<file path="src/rtl/cpu_selftest_seq.sv">
// On-chip self-test sequencer: replays a programmed checkpoint table against the cpu core,
// driving SW, waiting, then comparing LED/PC and recording pass/fail and the first failure.
module cpu_selftest_seq #(
  parameter int DATA_W       = 8,
  parameter int PC_W         = 6,
  parameter int SW_W         = 9,
  parameter int DEPTH        = 16,
  parameter int CYC_W        = 8,
  parameter int STOP_ON_FAIL = 0,
  parameter logic [SW_W-1:0] SW_RESET = '0,
  localparam int ADDR_W  = $clog2(DEPTH),
  localparam int ENTRY_W = CYC_W + SW_W + DATA_W + PC_W + 2
) (
  input  logic               clk,
  input  logic               reset,
  input  logic               cfg_we,
  input  logic [ADDR_W-1:0]  cfg_addr,
  input  logic [ENTRY_W-1:0] cfg_wdata,
  input  logic [ADDR_W:0]    cfg_count,
  input  logic               start,
  input  logic [DATA_W-1:0]  led_in,
  input  logic [PC_W-1:0]    pc_in,
  output logic [SW_W-1:0]    sw_out,
  output logic               busy,
  output logic               done,
  output logic               pass,
  output logic [ADDR_W:0]    err_count,
  output logic               fail_valid,
  output logic [ADDR_W-1:0]  fail_idx,
  output logic [DATA_W-1:0]  fail_led,
  output logic [PC_W-1:0]    fail_pc
);

  localparam int SW_LO   = CYC_W;
  localparam int ELED_LO = SW_LO + SW_W;
  localparam int EPC_LO  = ELED_LO + DATA_W;
  localparam int CHK_LED = EPC_LO + PC_W;
  localparam int CHK_PC  = CHK_LED + 1;

  typedef enum logic [2:0] {S_IDLE, S_APPLY, S_WAIT, S_CHECK, S_DONE} state_t;

  state_t             state;
  logic [ENTRY_W-1:0] tbl [DEPTH];
  logic [ENTRY_W-1:0] cur;
  logic [ADDR_W-1:0]  idx;
  logic [ADDR_W:0]    idx_inc;
  logic [ADDR_W:0]    n_q;
  logic [ADDR_W:0]    n_lat;
  logic [ADDR_W:0]    err_inc;
  logic [CYC_W-1:0]   cnt;
  logic               mismatch;
  logic               tbl_we;
  logic               idle_like;

  assign idle_like = (state == S_IDLE) || (state == S_DONE);
  assign tbl_we    = cfg_we && idle_like && ({1'b0, cfg_addr} < (ADDR_W+1)'(DEPTH));
  assign cur       = tbl[idx];
  assign idx_inc   = {1'b0, idx} + (ADDR_W+1)'(1);
  assign n_lat     = (cfg_count > (ADDR_W+1)'(DEPTH)) ? (ADDR_W+1)'(DEPTH) : cfg_count;
  assign err_inc   = (&err_count) ? err_count : err_count + (ADDR_W+1)'(1);

  always_comb begin
    mismatch = 1'b0;
    if (cur[CHK_LED] && (led_in != cur[ELED_LO +: DATA_W])) mismatch = 1'b1;
    if (cur[CHK_PC]  && (pc_in  != cur[EPC_LO  +: PC_W]))   mismatch = 1'b1;
  end

  // Table contents survive reset so a reset-abort can be followed by a rerun.
  always_ff @(posedge clk) begin
    if (tbl_we) tbl[cfg_addr] <= cfg_wdata;
  end

  always_ff @(posedge clk) begin
    if (reset) begin
      state      <= S_IDLE;
      sw_out     <= SW_RESET;
      busy       <= 1'b0;
      done       <= 1'b0;
      pass       <= 1'b0;
      err_count  <= '0;
      fail_valid <= 1'b0;
      fail_idx   <= '0;
      fail_led   <= '0;
      fail_pc    <= '0;
      idx        <= '0;
      n_q        <= '0;
      cnt        <= '0;
    end else begin
      case (state)
        S_IDLE, S_DONE: begin
          if (start) begin
            err_count  <= '0;
            fail_valid <= 1'b0;
            fail_idx   <= '0;
            fail_led   <= '0;
            fail_pc    <= '0;
            idx        <= '0;
            n_q        <= n_lat;
            if (n_lat == '0) begin
              state <= S_DONE;
              busy  <= 1'b0;
              done  <= 1'b1;
              pass  <= 1'b1;
            end else begin
              state <= S_APPLY;
              busy  <= 1'b1;
              done  <= 1'b0;
              pass  <= 1'b0;
            end
          end
        end
        S_APPLY: begin
          sw_out <= cur[SW_LO +: SW_W];
          cnt    <= cur[CYC_W-1:0];
          state  <= S_WAIT;
        end
        S_WAIT: begin
          if (cnt == '0) state <= S_CHECK;
          else           cnt   <= cnt - CYC_W'(1);
        end
        S_CHECK: begin
          if (mismatch) begin
            err_count <= err_inc;
            if (!fail_valid) begin
              fail_valid <= 1'b1;
              fail_idx   <= idx;
              fail_led   <= led_in;
              fail_pc    <= pc_in;
            end
          end
          // pass uses this cycle's result since err_count updates on the same edge.
          if ((mismatch && (STOP_ON_FAIL != 0)) || (idx_inc == n_q)) begin
            state <= S_DONE;
            busy  <= 1'b0;
            done  <= 1'b1;
            pass  <= !mismatch && (err_count == '0);
          end else begin
            idx   <= idx_inc[ADDR_W-1:0];
            state <= S_APPLY;
          end
        end
        default: state <= S_IDLE;
      endcase
    end
  end

endmodule

</file>
<file path="config.mk">
export PLATFORM = sky130hd
export DESIGN_NAME = cpu_selftest_seq
export DESIGN_NICKNAME = d
export VERILOG_FILES = /design/src/rtl/cpu_selftest_seq.sv
export SDC_FILE = /design/constraint.sdc
export NUM_CORES = 1
export LEC_CHECK = 0
export ABC_AREA = 0
export ABC_CLOCK_PERIOD_IN_PS = 7520
export BUFFER_PORTS_ARGS = -buffer_cell sky130_fd_sc_hd__buf_4
export CORE_UTILIZATION = 65
export CTS_CLUSTER_DIAMETER = 40
export DETAILED_ROUTE_END_ITERATION = 6
export PLACE_DENSITY = 0.93
export SLEW_MARGIN = 20
export SYNTH_ARGS = -nofsm -noshare
export SYNTH_HDL_FRONTEND = slang
export SYNTH_SLANG_ARGS = --single-unit
</file>
<file path="constraint.sdc">
create_clock -name clk -period 7.52 [get_ports clk]
set_input_delay 0.752 -clock clk [delete_from_list [all_inputs] [get_ports clk]]
set_output_delay 0.752 -clock clk [all_outputs]
set_load 0.01 [all_outputs]
</file>
==> metrics.cfg <==
[clocking]
cts.path.max_buffers = 3
cts_max_level = 2
clock_sinks = 588
cts_hold_buf = 0
cts_tree = done
cts_root_buffer = clkbuf_16
cts_resized = 0
worstSkewPairLatency_ps = 610
postCtsSetupBuffers = 0
cts_buffers = 59
clk_pin_slew_ps = 60

[drt]
dr.pass1.iters = 5
drt_iter0_drc = 2025
vias_per_cell = 7.25
wl_per_cell_um = 33.8
vias = 13021
drt-total-wl_um = 60700
drcViolationCount = 0
antenna_left = 0

[synthesis]
avgSynthCellArea_um2 = 19.8
yosysWarnings = 0
ys_top_cells_by_count = 528 x edfxtp_1, 135 x mux4_2, 60 x dfxtp_1
synth_area_leader_cell = edfxtp_1
synth_area_leaders = edfxtp_1 69%, mux4_2 13%, dfxtp_1 5.2%
synth.most_common_cell = edfxtp_1
ys_ff_latch = 588
yosysSeqAreaShare = 0.740
synth_top_area_share = 0.688
syn-instance-count = 1166
syn-num-nets = 1232
synth_edf_count = 528
async_reset_ff_frac = 0
synth.distinct_cells = 60
synth_area_um2 = 23000
ys.flop_type = edfxtp_1

[critical_path]
end_kind = flip-flop
r2r_cells = 10
worstSetupStartpointType = flip-flop
arrival_ps = 5370
crit_type = reg2reg
crit_required_ps = 8040
cp_max_fo = 44

[global_route]
grt_remaining_overflow = 0
antenna_found_initial = 3
grtUsageTotal = 0.343
grt_pass1_wl_um = 87400
grt_pass1_vias = 13042
grt_max_degree = 55

[sta]
min_period_ps = 4850
drv_slew = 0
finalCritPeriodShare = 0.645
finClkSkew_ps = 32.3
worstMarginPinSlew_ps = 1090
fmax_mhz = 206
setup_tns_ps = 0
slew-limit-headroom = 0.275
rsz0062_at_grt = false
setup_viol = 0
hold_viol = 0

[finish]
register_area_um2 = 17100
synthToLayoutAreaGrowth_pct = 13.8
stdcell_area_um2 = 26200
nets = 1355
final_cells = 1795
multi_input_area_um2 = 5730
layout-drive-gt1-share = 0.274
nFillCells = 1682

[pwr]
peakVddDrop_mv = 0.228
power.density_nw_per_um2 = 279
power.leakage_nw = 8.31
power_mw = 7.33

[floorplan]
dieWidth_um = 190
fp.dieH_um = 190
design.core.area_um2 = 34700
initial_core_util = 0.664
rows = 68
io_pins = 96
die-area_um2 = 36200

[placement]
post-place-cells = 1683
gp_congestion = 0.826
port-buffer-count = 95
postPlaceCellArea_um2 = 24300
hpwl_um = 29300

[min_path]
hold-path-cell-count = 2
min_path_type = in2reg

[run]
max_cap_violations = 0

[run_status]
status = finished, final reports clean

layer usage:
| metal | vias up | track usage | part of all wire |
|---|---|---|---|
| met3 | 251 | 0.0716 | 0.12 |
| met4 | 2 | 0.188 | 0.054 |
| li1 | 5024 | - | - |
| met1 | 6517 | 0.452 | 0.34 |
| met2 | 1227 | 0.543 | 0.49 |
| met5 | - | 0 | 0.00025 |
sequential cells by signal (all words and copies together) (netlist names), named ones only:
name / cells
cnt: 8
err_count: 5
fail_led: 8
n_q: 5
fail_idx: 4
state: 3
sw_out: 9
done: 1
tbl: 528
fail_pc: 6
pass: 1
busy: 1
idx: 4
fail_valid: 1
worst max-delay path: stages (launching register included):
cell       delay, ps
dfxtp_4          890
buf_4            680
mux4_2           600
and2_1           170
a21oi_1          200
mux2i_1          260
o22ai_1          160
a41oi_2          380
inv_2            160
a2111oi_4       1020
o2bb2ai_1        200
power breakdown:
part | switching (mW) | internal [mW]
combinational | 0.416 | 0.232
sequential | 0.0758 | 3.67
clock | 1.24 | 1.70
path summary, 6_finish.rpt:
kind | startpoint | slack [ps] | to
worst max-delay path | flip-flop | 2670 | fail_pc[2]
worst min-delay path | led_in[0] | 400 | fail_led[0]
worst max register to register | flip-flop | 2670 | fail_pc[2]
worst min register to register | sw_out[3] | 480 | sw_out[3]
logic make-up (layout without fill, tap and decap cells):
family	Yosys count	in the layout	share of synthesized area
other cells	0	3	0
mux	179	179	0.156
flops	588	588	0.740
buf+inv	69	240	0.0163
fa+ha+maj	6	6	0.00326
compound gates	119	119	0.0365
xor+xnor	24	24	0.00912
simple gates	181	181	0.0384
layout make-up:
cell class                 instances  share of cell area
antenna                            3            0.000286
timing repair buffer             117              0.0336
clock buffer                      75              0.0602
multi-input combinational        509               0.218
sequential                       588               0.650
clock inverter                    34              0.0135
inverter                          14             0.00200
tap                              455              0.0217
cell usage in the layout (no fill, tap or decap), types with 6 or more instances in the layout:
cell type / Yosys / layout
a211oi_1: 9 / 9
a21oi_1: 35 / 35
and2_1: 6 / 6
buf_4: 8 / 116
bufinv_16: 0 / 6
clkbuf_1: 22 / 14
clkbuf_16: 0 / 61
clkinv_1: 0 / 13
dfxtp_1: 60 / 57
edfxtp_1: 528 / 528
ha_1: 6 / 6
inv_1: 12 / 12
mux2_2: 6 / 6
mux2i_1: 30 / 30
mux4_1: 7 / 7
mux4_2: 135 / 135
nand2_1: 51 / 51
nand2b_1: 25 / 25
nand3_1: 8 / 8
nor2_1: 49 / 37
nor2_4: 0 / 12
nor2b_1: 9 / 9
nor3b_1: 6 / 6
o21ai_0: 18 / 18
o22ai_1: 6 / 6
o2bb2ai_1: 18 / 18
xnor2_1: 16 / 16
xor2_1: 8 / 8
through the flow:
stage | setup slack, ps | hold slack (ps) | utilization
after global placement | 3220 | 447 | 0.700
after CTS | 2770 | 373 | 0.756
after global routing | 2410 | 391 | 0.756
after floorplan | 3590 | 446 | -
after detailed placement | 3060 | 453 | 0.700
final | 2670 | 399 | 0.756
Note: power is estimated with default switching activity, not from simulation.
